--- src/rtl/dmem_arb_pkg.sv ---
// rtl/dmem_arb_pkg.sv - shared constants and request type for dmem_arbiter
package dmem_arb_pkg;

  localparam int PORT_CORE  = 0;
  localparam int PORT_DBG   = 1;
  localparam int NUM_PORTS  = 2;
  localparam int DMEM_WORDS = 1024;

  localparam int REQ_ADDR_W = 32;
  localparam int REQ_DATA_W = 32;

  // One requester access as seen by the forwarding logic
  typedef struct packed {
    logic                  we;
    logic [REQ_ADDR_W-1:0] addr;
    logic [REQ_DATA_W-1:0] wdata;
  } dmem_req_t;

endpackage

--- src/rtl/dmem_arbiter_rr_arb2.sv ---
// rtl/dmem_arbiter_rr_arb2.sv - 2-input round-robin picker with pointer register
module rr_arb2
  import dmem_arb_pkg::*;
(
  input  logic                 clk,
  input  logic                 rst_n,
  input  logic [NUM_PORTS-1:0] req,
  output logic [NUM_PORTS-1:0] gnt,
  output logic                 winner
);

  logic ptr_q, ptr_d;

  // Pick a winner; the pointer only breaks ties and then points at the loser
  always_comb begin
    gnt    = '0;
    winner = ptr_q;
    if (rst_n) begin
      case (req)
        2'b01: begin gnt = 2'b01; winner = 1'b0; end
        2'b10: begin gnt = 2'b10; winner = 1'b1; end
        2'b11: begin gnt = ptr_q ? 2'b10 : 2'b01; winner = ptr_q; end
        default: ;
      endcase
    end
    ptr_d = (|gnt) ? ~winner : ptr_q;
  end

  // Pointer register; reset favours the core port
  always_ff @(posedge clk or negedge rst_n) begin
    if (!rst_n) ptr_q <= 1'b0;
    else        ptr_q <= ptr_d;
  end

endmodule

--- src/rtl/dmem_arbiter.sv ---
// rtl/dmem_arbiter.sv - round-robin data memory arbiter (optional DMEM_ARB_ADDR_CHECK_EN)
module dmem_arbiter
  import dmem_arb_pkg::*;
#(
  parameter int ADDR_W    = 32,
  parameter int DATA_W    = 32,
  parameter int MEM_BYTES = 4096
) (
  input  logic              clk,
  input  logic              rst_n,
  input  logic              req0,
  input  logic              req1,
  input  logic              we0,
  input  logic              we1,
  input  logic [ADDR_W-1:0] addr0,
  input  logic [ADDR_W-1:0] addr1,
  input  logic [DATA_W-1:0] wdata0,
  input  logic [DATA_W-1:0] wdata1,
  output logic              gnt0,
  output logic              gnt1,
  output logic              rvalid0,
  output logic              rvalid1,
  output logic [DATA_W-1:0] rdata0,
  output logic [DATA_W-1:0] rdata1,
  output logic              err0,
  output logic              err1,
  output logic              mem_read,
  output logic              mem_write,
  output logic [ADDR_W-1:0] mem_address,
  output logic [DATA_W-1:0] mem_write_data,
  input  logic [DATA_W-1:0] mem_read_data
);

  logic [NUM_PORTS-1:0] req_vec, gnt_vec;
  logic                 winner;
  dmem_req_t            win_req;
  logic                 win_bad;
  logic                 fwd;
  logic [ADDR_W-1:0]    addr_q, addr_d;
  logic [DATA_W-1:0]    wdata_q, wdata_d;
  logic                 rd_pending_q, rd_pending_d;
  logic                 rd_owner_q, rd_owner_d;

  assign req_vec[PORT_CORE] = req0;
  assign req_vec[PORT_DBG]  = req1;

  rr_arb2 u_rr_arb2 (
    .clk    (clk),
    .rst_n  (rst_n),
    .req    (req_vec),
    .gnt    (gnt_vec),
    .winner (winner)
  );

  assign gnt0 = gnt_vec[PORT_CORE];
  assign gnt1 = gnt_vec[PORT_DBG];

  // Gather the winning requester's access fields
  always_comb begin
    win_req.we    = we0;
    win_req.addr  = addr0;
    win_req.wdata = wdata0;
    if (winner) begin
      win_req.we    = we1;
      win_req.addr  = addr1;
      win_req.wdata = wdata1;
    end
  end

`ifdef DMEM_ARB_ADDR_CHECK_EN
  logic [NUM_PORTS-1:0] err_q, err_d;

  // Misaligned or out-of-window accesses are granted but never reach memory
  assign win_bad = (win_req.addr[1:0] != 2'b00) ||
                   (win_req.addr >= REQ_ADDR_W'(MEM_BYTES));

  // Error pulse goes to the granted port in the cycle after its grant
  always_comb begin
    err_d = ((|gnt_vec) && win_bad) ? gnt_vec : '0;
  end

  // Error pulse register
  always_ff @(posedge clk or negedge rst_n) begin
    if (!rst_n) err_q <= '0;
    else        err_q <= err_d;
  end

  assign err0 = err_q[PORT_CORE];
  assign err1 = err_q[PORT_DBG];
`else
  logic unused_cfg;
  assign unused_cfg = (MEM_BYTES > 0);
  assign win_bad    = 1'b0;
  assign err0       = 1'b0;
  assign err1       = 1'b0;
`endif

  // Forwarding and read tracking; idle cycles hold the last address/data
  always_comb begin
    fwd          = (|gnt_vec) && !win_bad;
    addr_d       = fwd ? win_req.addr  : addr_q;
    wdata_d      = fwd ? win_req.wdata : wdata_q;
    rd_pending_d = fwd && !win_req.we;
    rd_owner_d   = rd_pending_d ? winner : rd_owner_q;
  end

  // Last-grant copy and in-flight read state; reset drops any pending response
  always_ff @(posedge clk or negedge rst_n) begin
    if (!rst_n) begin
      addr_q       <= '0;
      wdata_q      <= '0;
      rd_pending_q <= 1'b0;
      rd_owner_q   <= 1'b0;
    end else begin
      addr_q       <= addr_d;
      wdata_q      <= wdata_d;
      rd_pending_q <= rd_pending_d;
      rd_owner_q   <= rd_owner_d;
    end
  end

  assign mem_read       = fwd && !win_req.we;
  assign mem_write      = fwd && win_req.we;
  assign mem_address    = addr_d;
  assign mem_write_data = wdata_d;

  assign rvalid0 = rd_pending_q && !rd_owner_q;
  assign rvalid1 = rd_pending_q && rd_owner_q;
  assign rdata0  = rvalid0 ? mem_read_data : '0;
  assign rdata1  = rvalid1 ? mem_read_data : '0;

endmodule

--- config.mk ---
export PLATFORM = sky130hd
export DESIGN_NAME = dmem_arbiter
export DESIGN_NICKNAME = d
export VERILOG_FILES = /design/src/rtl/dmem_arb_pkg.sv /design/src/rtl/dmem_arbiter_rr_arb2.sv /design/src/rtl/dmem_arbiter.sv
export SDC_FILE = /design/constraint.sdc
export NUM_CORES = 1
export LEC_CHECK = 0
export ABC_AREA = 1
export BUFFER_PORTS_ARGS = -buffer_cell sky130_fd_sc_hd__buf_2
export CAP_MARGIN = 10
export CORE_AREA = 2 2 117 119
export DETAILED_ROUTE_END_ITERATION = 6
export DIE_AREA = 0 0 119 121
export PLACE_DENSITY_LB_ADDON = 0.15
export SLEW_MARGIN = 20
export SYNTH_ARGS = -nofsm -noshare
export SYNTH_HDL_FRONTEND = slang
export SYNTH_HIERARCHICAL = 1
export SYNTH_SLANG_ARGS = --single-unit
--- constraint.sdc ---
create_clock -name clk -period 2.7 [get_ports clk]
set_input_delay 0.54 -clock clk [delete_from_list [all_inputs] [get_ports clk]]
set_output_delay 0.54 -clock clk [all_outputs]
set_load 0.01 [all_outputs]
; After elaboration in Yosys (flattened, before gate mapping)
; Cells that the tools add are included.
[totals]
regBits = 67
latch_bits = 0
ramBits = 0
mem_bits_ro = 0
in_bits = 166
output_inout_bits = 136
wordCells = 26
n_memories = 0
[op_classes]
add_sub_neg = 0
multipliers = 0
div = 0
order_cmp = 0
eq_ne = 3
n_shift = 0
mux = 10
bitwise_logic = 1
n_reduce_logical = 7
[ops]
columns = operator, count
row1 = two-way mux 32 bit, 4
row2 = two-way mux 65 bit, 1
row3 = one-hot mux 2 bit (3 select lines), 1
row4 = "== test 2 bit, second input constant", 2
row5 = logical AND 1 bit, 4
row6 = two-way mux 2 bit, 2
row7 = "== test 2 x 1 -> 1 bit, second input constant", 1
row8 = zero test 1 bit, 2
row9 = one-hot mux 1 bit (2 select lines), 1
row10 = OR reduction 2 bit, 1
row11 = two-way mux 1 bit, 1
row12 = NOT 1 bit, 1

; Logic depth before layout (Yosys ltp)
[depth]
depth_word = 6
ltp_mapped = 13
mapped_depth_nobuf = 12

; Modules after synthesis
; Netlist, hierarchy kept.
[modules_own_cells]
columns = module, n_inst, cells_per_inst, area_per_inst_um2, seq_area_each_um2
row1 = dmem_arbiter, 1, 539, 4021.4, 1651.6
row2 = rr_arb2, 1, 25, 153.9, 25.0

; Least setup slack after synthesis
; Ideal clock, no wire load.
[synth_timing]
path_kind = input port to output port
startpoint = in req0
endpoint = out mem_address[10]
t_arrival_ps = 1719
required_ps = 2160
path_slack_ps = 441
cell_stages = 11
path_buffers = 1
path_cell_list = inv_1 -> ha_1 -> inv_1 -> nand2_1 -> o21ai_2 -> inv_1 -> inv_2 -> clkbuf_1 -> nand2_1 -> o211ai_1 -> nand2_1
[synth_via]
elab_chain_len = 5
elab_cells_between_ends = 10
classes_between = 3 x eq/ne / 6 x mux / 1 x reduce/logical
[synth_rtl]
columns = element, line
row1 = "start, declared", dmem_arbiter.sv:11  ; input logic req0,
row2 = == test 2 bit or == test 2 x 1 -> 1 bit (tied branches), dmem_arbiter_rr_arb2.sv:19  ; case (req)
row3 = one-hot mux 1 bit (2 select lines) (*), dmem_arbiter_rr_arb2.sv:19
row4 = two-way mux 1 bit (*), dmem_arbiter_rr_arb2.sv:18  ; if (rst_n) begin
row5 = net winner, dmem_arbiter.sv:35  ; logic winner;
row6 = two-way mux 65 bit (*), dmem_arbiter.sv:63  ; if (winner) begin
row7 = two-way mux 32 bit (*), dmem_arbiter.sv:101  ; addr_d = fwd ? win_req.addr : addr_q;
row8 = "end, declared", dmem_arbiter.sv:29  ; output logic [ADDR_W-1:0] mem_address,
; Mark *: on every way through the listed nets, which the timed path passes. The rest lies on a longest branch.

; Worst setup path in the final report
[layout_timing]
startpoint = in req0
endpoint = out mem_address[29]
; Same word-level chain as after synthesis.

==> results by group <==
Logic synthesis
  – Cell Area, Synth: roughly 4200 um^2
  – Synth Instances: 564
  – Register area share after synthesis: approximately 40%
  – Ys Warns: 6
  – Number of flops mapped to enable cells by yosys: 0
  – Ys flop type: dfrtp_1
  – Syn avg cell area: roughly 7.4 um^2
  – Yosys cell types: 21
  – Flops & latches, synth: 67
  – Asr flop ratio synth: 100.0%

Floorplan
  – Die Ht: 121 um
  – Initial Utilization: between 30% and 40%
  – Chip Width: roughly 120 um
  – FP Rows: between 40 and 50
  – CORE AREA: approximately 13,000 um^2
  – I/O Pins: about 300
  – Die area: about 14,000 um^2

Global route
  – Number of global-route vias before repair: roughly 4,100
  – All-Layer GR Usage: between 10% and 20%
  – First-pass GRT wire length: just over 20,000 um
  – Pin count of the biggest net entering global routing: 81
  – GRT overflow: 0
  – Initial antenna violation count: 1

Critical path
  – Reg2reg end: addr_q[5]$_DFF_PN0_
  – CP Class: input port to primary output
  – CP Data Arrival Time: about 2.1 ns
  – CP Capture Type: primary output
  – Crit path required time: approximately 2.2 ns
  – Worst R2R Setup Slack: about 0.99 ns
  – Worst-path maximum fanout: 20
  – Critical Path End: mem_address[29]
  – CP startpoint kind: input port
  – Register-to-Register Path Depth: 12
  – CP Launch Point: req0
  – Reg-to-reg critical path startpoint: u_rr_arb2/ptr_q$_DFFE_PN0P_

Drt
  – Routed WL: around 15,000 um
  – DR vias: around 4,600
  – Pre-antenna DRT Iters: 4
  – DRT iter0 DRCs: approximately 140
  – Routed wire per std cell: about 15 um
  – DR vias/cell: around 4.4
  – Antenna Nets Post-Route: 0
  – # DRC: 0

Placement
  – Port bufs: roughly 300
  – Inst Count DP: a little over 1,000
  – Final RePlAce weighted congestion: 0.8185
  – HPWL Detailed: roughly 10,000 um

Pwr
  – Tot Pwr: 0.004484 W
  – NetSw: 0.001675 W
  – Seq pwr share: a little under a third
  – Net Sw Frac: ~37%
  – LEAKAGE: 4.009 nW
  – Max IR drop VDD: about 0.00034 V
  – Int Power: approximately 0.0028 W
  – Clk network pwr share: 24.4%
  – Power Dens Cells: slightly below 700 nW/um^2
  – Power share of the combinational group: between 40% and 50%

CTS
  – Clock latency on the worst-skew pair: between 0.3 and 0.4 ns
  – Clk sinks: 67
  – Root Driver: clkbuf_16
  – CTS clk-pin slew, worst paths: 0.05 ns
  – CTS tree: yes
  – Bufs on Longest Clock Path: 2
  – TritonCTS buffer count: 9
  – Max H-tree Level: 3

Layout
  – Share of layout cells above drive strength 1: between 40 and 50%
  – Filler instances: approximately 1,400
  – Commonest non-fill, non-tap cells in the layout: buf_2 (296), nand2_1 (205), inv_1 (104), dfrtp_1 (67), o211ai_1 (64)
  – Most common cell after layout, fill and taps aside: buf_2
  – Layout area overhead: 54.72%
  – Fin cells: about 1,100
  – Final Net Count: approximately 1,000

Timing
  – Max-slew violations: 0
  – Slew margin rel.: between 50% and 60%
  – Fin crit period: around 2.6 ns
  – Tcrit/Tclk final: just under 100%
  – Setup violations, final: 0
  – Fin. Hold Viols: 0
  – Hold Slack: between 0.2 and 0.3 ns
  – Highest clock rate: 0.3823 GHz
  – Worst clock skew: about 0.0032 ns
  – Worst-Margin Slew: roughly 0.61 ns
  – Setup TNS Final: 0 ns

Worst hold path
  – Hold crit path type: input port to asynchronous set/reset pin

Flow run
  – Maxcap violations: 0

Outcome
  – Status: finished clean
## cell type report
cell class,count,area (um^2),share of cell area [%]
Clock buffer,14,264.0,4.087
Timing Repair Buffer,339,2061,31.90
Antenna cell,1,2.502,0.03874
Clock inverter,2,10.01,0.1549
Multi-Input combinational cell,350,1799,27.85
Sequential cell,67,1677,25.95
Tap cell,176,220.2,3.409
Inverter,111,426.7,6.605
## Yosys cell counts, types with 3 or more instances
library cell / number / area share [%]
nand2_1: 207 / 19
inv_1: 107 / 9.6
dfrtp_1: 67 / 40
o211ai_1: 64 / 12
nor2_1: 36 / 3.2
nor2_4: 21 / 5.7
buf_4: 13 / 2.3
buf_2: 11 / 1.3
nor2_2: 10 / 1.5
buf_6: 9 / 2.4
inv_2: 4 / 0.36
nand2_2: 3 / 0.45
## logic make-up (layout without fill, tap and decap cells)
kind of cell | after synthesis | in the layout | synth area share [%]
other cells | 1 | 3 | 0.08981
buf+inv | 148 | 466 | 17.47
simple gates | 280 | 280 | 29.85
compound gates | 66 | 66 | 11.84
flops | 67 | 67 | 40.16
fa+ha+maj | 2 | 2 | 0.5992
## registers in the layout (all words and copies together) (netlist names)
signal	flops
u_rr_arb2/ptr_q	1
wdata_q	32
rd_pending_q	1
addr_q	32
rd_owner_q	1
## stage by stage
| stage | util, % | area (um^2) | setup WS, ns |
|---|---|---|---|
| 2_1_floorplan | - | 4179 | 0.4412 |
| 3_3_place_gp | 44.65 | 5842 | -0.07609 |
| 3_5_place_dp | 44.65 | 5842 | -0.02353 |
| 4_1_cts | 46.74 | 6116 | -0.03029 |
| 5_1_grt | 49.35 | 6457 | -0.01029 |
| 6_report | 49.37 | 6460 | 0.08445 |
## power by group through the flow
stage               Clock [W]  Sequential [W]  Combinational, W
finish                0.00109         0.00136           0.00203
global route          0.00117         0.00139           0.00223
CTS                   0.00111         0.00136           0.00177
detailed placement          0         0.00137           0.00177
global placement            0         0.00137           0.00177
floorplan                   0         0.00136           0.00108
## routing by layer
metal,wire length (um),global-route usage (%),up-vias,part of all wire (%)
met3,1158,6.485,14,7.5
li1,-,-,2340,-
met1,6418,21.29,2086,42
met5,0,0,-,0
met2,7628,31.07,179,50
met4,195,4.092,0,1.3
## worst min path at each step
| stage | endpoint | slack (ns) |
|---|---|---|
| after global placement | addr_q[8]$_DFF_PN0_ | 0.46 |
| after detailed placement | addr_q[8]$_DFF_PN0_ | 0.46 |
| after global routing | addr_q[11]$_DFF_PN0_ | 0.32 |
| final | addr_q[11]$_DFF_PN0_ | 0.27 |
| after CTS | addr_q[11]$_DFF_PN0_ | 0.28 |
| after floorplan | addr_q[0]$_DFF_PN0_ | 0.24 |
## worst max-delay path, stage by stage
cell and delay (ns):
buf_6 0.09, inv_2 0.05, ha_4 0.19, inv_2 0.04, nand2_2 0.05, o21ai_2 0.15
inv_2 0.07, clkinv_4 0.11, buf_8 0.16, buf_6 0.22, nand2_1 0.07, o211ai_1 0.08
nand2_1 0.09, buf_2 0.14
## timing repair
| action | 4_1_cts | 5_1_grt |
|---|---|---|
| gates cloned | 0 | 13 |
| hold buffers | 0 | 0 |
| resized for setup | 0 | 19 |
| pin swaps | 0 | 8 |
| setup buffers | 0 | 3 |
| endpoints found under the setup margin | 1 | 64 |
(Power assumes the default switching activity.)
